## src/rtl/serial_adder_pkg.sv

```systemverilog
// Shared types and limits for the bit-serial adder.
package serial_adder_pkg;

    localparam int SA_MIN_WIDTH = 2;

    typedef enum logic [1:0] {
        ST_IDLE = 2'd0,
        ST_RUN  = 2'd1,
        ST_DONE = 2'd2
    } sa_state_t;

endpackage

```

## src/rtl/serial_adder_if.sv

```systemverilog
// Request/result bundle for serial_adder; `sub` exists only with SERIAL_ADDER_SUB_EN.
interface serial_adder_if #(
    parameter int WIDTH = 8
);
    logic             start;
    logic [WIDTH-1:0] a;
    logic [WIDTH-1:0] b;
    logic             cin;
`ifdef SERIAL_ADDER_SUB_EN
    logic             sub;
`endif
    logic             busy;
    logic             done;
    logic [WIDTH-1:0] sum;
    logic             carry;

    modport master (
`ifdef SERIAL_ADDER_SUB_EN
        output sub,
`endif
        output start, a, b, cin,
        input  busy, done, sum, carry
    );

    modport slave (
`ifdef SERIAL_ADDER_SUB_EN
        input  sub,
`endif
        input  start, a, b, cin,
        output busy, done, sum, carry
    );
endinterface

```

## src/rtl/serial_adder_full_adder_bit.sv

```systemverilog
// Single-bit combinational full adder; the serial datapath reuses it every cycle.
module full_adder_bit (
    input  logic x,
    input  logic y,
    input  logic ci,
    output logic s,
    output logic co
);
    assign s  = x ^ y ^ ci;
    assign co = (x & y) | (ci & (x ^ y));
endmodule

```

## src/rtl/serial_adder.sv

```systemverilog
// Bit-serial adder: a + b + cin, LSB first, one bit per clock.
// Optional subtract mode via SERIAL_ADDER_SUB_EN.
module serial_adder
    import serial_adder_pkg::*;
#(
    parameter int WIDTH = 8
) (
    input  logic           clk,
    input  logic           rst,
    serial_adder_if.slave  bus
);
    localparam int             CW       = $clog2(WIDTH);
    localparam logic [CW-1:0]  CNT_LAST = CW'(WIDTH - 1);

    if (WIDTH < SA_MIN_WIDTH) begin : g_bad_width
        $error("serial_adder: WIDTH must be >= %0d", SA_MIN_WIDTH);
    end

    sa_state_t        state, state_nxt;
    logic [WIDTH-1:0] a_q, b_q, s_q, sum_q;
    logic             c_q, carry_q;
    logic [CW-1:0]    cnt_q;
    logic             load, last;
    logic             fa_s, fa_co;
    logic [WIDTH-1:0] b_ld;
    logic             c_ld;

    full_adder_bit u_fa (
        .x  (a_q[0]),
        .y  (b_q[0]),
        .ci (c_q),
        .s  (fa_s),
        .co (fa_co)
    );

    // Subtract is a + ~b + 1; cin is ignored in that mode.
`ifdef SERIAL_ADDER_SUB_EN
    assign b_ld = bus.sub ? ~bus.b : bus.b;
    assign c_ld = bus.sub ? 1'b1   : bus.cin;
`else
    assign b_ld = bus.b;
    assign c_ld = bus.cin;
`endif

    always_comb begin
        state_nxt = state;
        load      = 1'b0;
        last      = (state == ST_RUN) && (cnt_q == CNT_LAST);
        case (state)
            ST_IDLE: if (bus.start) begin
                load      = 1'b1;
                state_nxt = ST_RUN;
            end
            ST_RUN:  if (last) state_nxt = ST_DONE;
            ST_DONE: begin
                if (bus.start) begin
                    load      = 1'b1;
                    state_nxt = ST_RUN;
                end else begin
                    state_nxt = ST_IDLE;
                end
            end
            default: state_nxt = ST_IDLE;
        endcase
    end

    always_ff @(posedge clk) begin
        if (rst) begin
            state   <= ST_IDLE;
            a_q     <= '0;
            b_q     <= '0;
            s_q     <= '0;
            sum_q   <= '0;
            c_q     <= 1'b0;
            carry_q <= 1'b0;
            cnt_q   <= '0;
        end else begin
            state <= state_nxt;
            if (load) begin
                a_q   <= bus.a;
                b_q   <= b_ld;
                c_q   <= c_ld;
                cnt_q <= '0;
            end else if (state == ST_RUN) begin
                s_q <= {fa_s, s_q[WIDTH-1:1]};
                a_q <= {1'b0, a_q[WIDTH-1:1]};
                b_q <= {1'b0, b_q[WIDTH-1:1]};
                c_q <= fa_co;
                // Counter parks at the last index instead of wrapping.
                if (last) begin
                    sum_q   <= {fa_s, s_q[WIDTH-1:1]};
                    carry_q <= fa_co;
                end else begin
                    cnt_q <= cnt_q + 1'b1;
                end
            end
        end
    end

    assign bus.busy  = (state == ST_RUN);
    assign bus.done  = (state == ST_DONE);
    assign bus.sum   = sum_q;
    assign bus.carry = carry_q;

endmodule

```

## src/flat_wrapper.sv

```systemverilog
// flat-port wrapper written by rule: the top's interface ports become plain ports
module serial_adder_flat import serial_adder_pkg::*;
#(
    parameter int WIDTH = 8
)
  (clk, rst, bus_start, bus_a, bus_b, bus_cin, bus_busy, bus_done, bus_sum, bus_carry);
  serial_adder_if #(.WIDTH(WIDTH)) bus_i ();
  input  logic clk;
  input  logic rst;
  input wire logic [$bits(bus_i.start)-1:0] bus_start;
  input wire logic [$bits(bus_i.a)-1:0] bus_a;
  input wire logic [$bits(bus_i.b)-1:0] bus_b;
  input wire logic [$bits(bus_i.cin)-1:0] bus_cin;
  output wire logic [$bits(bus_i.busy)-1:0] bus_busy;
  output wire logic [$bits(bus_i.done)-1:0] bus_done;
  output wire logic [$bits(bus_i.sum)-1:0] bus_sum;
  output wire logic [$bits(bus_i.carry)-1:0] bus_carry;
  assign bus_i.start = bus_start;
  assign bus_i.a = bus_a;
  assign bus_i.b = bus_b;
  assign bus_i.cin = bus_cin;
  assign bus_busy = bus_i.busy;
  assign bus_done = bus_i.done;
  assign bus_sum = bus_i.sum;
  assign bus_carry = bus_i.carry;
  serial_adder #(.WIDTH(WIDTH)) u_core (.clk(clk), .rst(rst), .bus(bus_i));
endmodule
```

## config.mk

```make
export PLATFORM = sky130hd
export DESIGN_NAME = serial_adder_flat
export DESIGN_NICKNAME = d
export VERILOG_FILES = /design/src/rtl/serial_adder_pkg.sv /design/src/rtl/serial_adder_if.sv /design/src/rtl/serial_adder_full_adder_bit.sv /design/src/rtl/serial_adder.sv /design/src/flat_wrapper.sv
export SDC_FILE = /design/constraint.sdc
export NUM_CORES = 1
export LEC_CHECK = 0
export BUFFER_PORTS_ARGS = -buffer_cell sky130_fd_sc_hd__buf_2
export CAP_MARGIN = 20
export CORE_MARGIN = 3
export CORE_UTILIZATION = 25
export DETAILED_ROUTE_END_ITERATION = 8
export MAX_ROUTING_LAYER = met4
export PLACE_DENSITY = 0.42
export SLEW_MARGIN = 20
export SYNTH_ARGS = -nofsm -noshare
export SYNTH_HDL_FRONTEND = slang
export SYNTH_HIERARCHICAL = 1
export SYNTH_SLANG_ARGS = --single-unit
```

## constraint.sdc

```tcl
create_clock -name clk -period 1.8 [get_ports clk]
set_input_delay 0.36 -clock clk [delete_from_list [all_inputs] [get_ports clk]]
set_output_delay 0.36 -clock clk [all_outputs]
set_load 0.1 [all_outputs]
```

==> metrics.md <==
| Metric | Value |
|---|---|
| Reg2Reg Setup Slack | 0.26 ns |
| Via density | 4.592 |
| R2R Path Start | u_core/cnt_q[0] |
| CP endpoint | bus_busy |
| Starting Density | 26.61% |
| Final non-filler cell total | 277 |
| Area grow syn2layout | 21.13% |
| Pwr Density | 915.9 nW/um^2 |
| Most frequent cells in the layout | 39 x nand2_1, 38 x dfxtp_1, 30 x buf_2 |
| Largest fanout on the critical path | 4 |
| Placement Rows | 27 |
| Yosys top cell area share | 50.37% |
| Die area | 7009 sq um |
| Tmin final | 1.674 ns |
| CP Capture Type | primary output |
| Hold Path Depth | 3 |
| Iter 0 DRT Violations | 62 |
| Number of diodes | 0 |
| Max_cap viols | 0 |
| Routed Antenna Nets | 0 |
| Fin Setup TNS | 0 ns |
| Final setup fails | 0 |
| Crit path arrival time | 1.31 ns |
| Number of setup buffers added after CTS | 0 |
| Yosys cell types | 23 |
| Total CTS buffers | 5 |
| Reg2Reg Capture Point | u_core/bus.carry |
| Relative slew slack | 68.17% |
| Drt first pass iters | 4 |
| CP Class | reg -> out |
| Cells after Synth | 175 |
| I/O pin count | 31 |
| Core ar. | 5675 sq um |
| Yosys Warn Count | 6 |
| Hold Vio Cnt, Final | 0 |
| RSZ-0062 raised after global routing | no |
| Worst Setup SP | u_core/state[1] |
| Final wirelength | 3390 um |
| Register area share after synthesis | 50.37% |
| Synth Net Count | 198 |
| Synth area leaders | dfxtp_1 50%, nand2_1 9.7%, a21oi_1 6.3% |
| Detailed Place HPWL | 2252 um |
| Cell taking the most area after synthesis | dfxtp_1 |
| Nets@finish | 229 |
| Total track usage | 10.78% |
| VDD IR max | 0.3456 mV |
| Clock Sinks | 38 |
| Post-route cell area | 1829 sq um |
| Avg Cell Area, Syn | 8.630 sq um |
| Clock Path Buffers | 2 |
| Leakage | 0.0007091 uW |
| Startpoint Class | flip-flop |
| R2r worst-path depth | 5 |
| F_max | 597.5 MHz |
| Later-pin clock latency in the skew report | 0.28 ns |
| Initial antenna violation count | 0 |
| Commonest non-fill, non-tap cell in the layout | nand2_1 |
| Worst hold path class | in -> reg |
| Largest net degree at the start of global routing | 39 |
| Overflow after GRT | 0 |
| #FFs+latches synth | 38 |
| Outcome | finished clean |
| Vias after detailed routing | 1272 |
| Final GP Congestion | 0.6676 |
| Clk_skew | 0.004864 ns |
| H-tree levels | 2 |
| Vias in the first global route | 1285 |
| Slew of the pin with the lowest slew margin | 0.4761 ns |
| Req. time, crit path | 1.44 ns |
| # hold bufs at CTS | 0 |
| Placed Instance Area | 1747 sq um |
| Clock root buffer | clkbuf_8 |
| Syn Std Cell Area | 1510 sq um |
| Fraction of layout cells with a size suffix above 1 | 22.93% |
| DIE HEIGHT | 83.72 um |
| First-pass GRT wire length | 5954 um |
| Number of remaining DRC errors | 0 |
| Post-CTS Resized | 0 |
| Clock-pin slew on the worst setup and hold paths | 0.07 ns |
| Placed cell count | 271 |
| Die width | 83.72 um |
| Routed length per instance | 12.24 um |
| Tcrit/Tclk final | 92.99% |
| Slew Viols, Final | 0 |
| Port Buffers | 30 |
| CTS tree | yes |
worst min-delay path by stage:
stage                              endpoint         startpoint  slack, ns
after global routing          u_core/a_q[3]           bus_a[3]       0.36
after detailed placement  u_core/bus.sum[1]  u_core/bus.sum[1]       0.44
after global placement    u_core/bus.sum[1]  u_core/bus.sum[1]       0.44
final                         u_core/b_q[0]           bus_b[0]       0.36
after floorplan               u_core/s_q[1]      u_core/s_q[1]       0.44
after CTS                     u_core/a_q[3]           bus_a[3]       0.34
cell usage after synthesis:
| library cell | number |
|---|---|
| nand2_1 | 39 |
| dfxtp_1 | 38 |
| a21oi_1 | 19 |
| nor3_1 | 13 |
| nand3_1 | 12 |
| nor2_1 | 11 |
| a311oi_1 | 8 |
| buf_2 | 6 |
| clkbuf_1 | 4 |
| mux2i_1 | 4 |
| o22ai_1 | 4 |
| a22oi_1 | 3 |
| buf_4 | 2 |
| ha_1 | 2 |
| nor2b_1 | 2 |
| buf_6 | 1 |
| clkinv_2 | 1 |
| fa_1 | 1 |
| nand2b_1 | 1 |
| nand2b_2 | 1 |
| nand3b_1 | 1 |
| nor3b_4 | 1 |
| xnor2_1 | 1 |
registers in the layout, summed over array words and instances (netlist names):
| register | flops |
|---|---|
| u_core/state | 2 |
| u_core/b_q | 8 |
| u_core/a_q | 8 |
| u_core/s_q | 7 |
| u_core/cnt_q | 3 |
| u_core/bus.sum | 8 |
| u_core/bus.carry | 1 |
| u_core/c_q | 1 |
layer usage:
layer / routed length [um] / vias to the layer above / GRT usage [%] / part of all wire (%)
met1: 1625 / 583 / 12.77 / 48
met2: 1557 / 24 / 16.78 / 46
met5: 0 / - / - / 0
li1: - / 660 / - / -
met4: 40 / 0 / 4.825 / 1.2
met3: 167 / 5 / 3.356 / 4.9
logic make-up (layout without fill, tap and decap cells):
family,Yosys count,after routing,synth area share [%]
mux,4,4,2.651
simple gates,81,81,24.28
flops,38,38,50.37
xor+xnor,1,1,0.5801
compound gates,34,34,14.08
fa+ha+maj,3,3,2.982
buf+inv,14,44,5.053
power breakdown:
group | leakage (uW) | switching [uW] | internal [uW]
Combinational | 0.000356 | 120 | 80.7
Sequential | 0.000310 | 23.3 | 880
Clock | 0.0000431 | 275 | 295
Total | 0.000709 | 419 | 1260
worst max-delay path, stage by stage, from the launching register on:
cell and delay [ns]:
dfxtp_1 0.35, nand2b_2 0.20, clkinv_2 0.07, buf_2 0.42
final cells by class:
type                            count  area, sq um
Clock buffer                        6        82.58
Fill cell                         628         3846
Inverter                            1        5.005
Multi-Input combinational cell    123        675.6
Sequential cell                    38        760.7
Tap cell                           72        90.09
Timing Repair Buffer               37        215.2
metrics by stage:
| step | util [%] | power (uW) | hold WS [ns] | setup WS, ns |
|---|---|---|---|---|
| floorplan | - | 1066 | 0.4366 | 0.2167 |
| global placement | 30.78 | 1129 | 0.4397 | 0.2883 |
| detailed placement | 30.78 | 1127 | 0.4449 | 0.2739 |
| CTS | 32.23 | 1717 | 0.3434 | 0.09310 |
| global route | 32.23 | 1765 | 0.3633 | 0.04827 |
| finish | 32.23 | 1675 | 0.3610 | 0.1262 |
(Power assumes the default switching activity.)
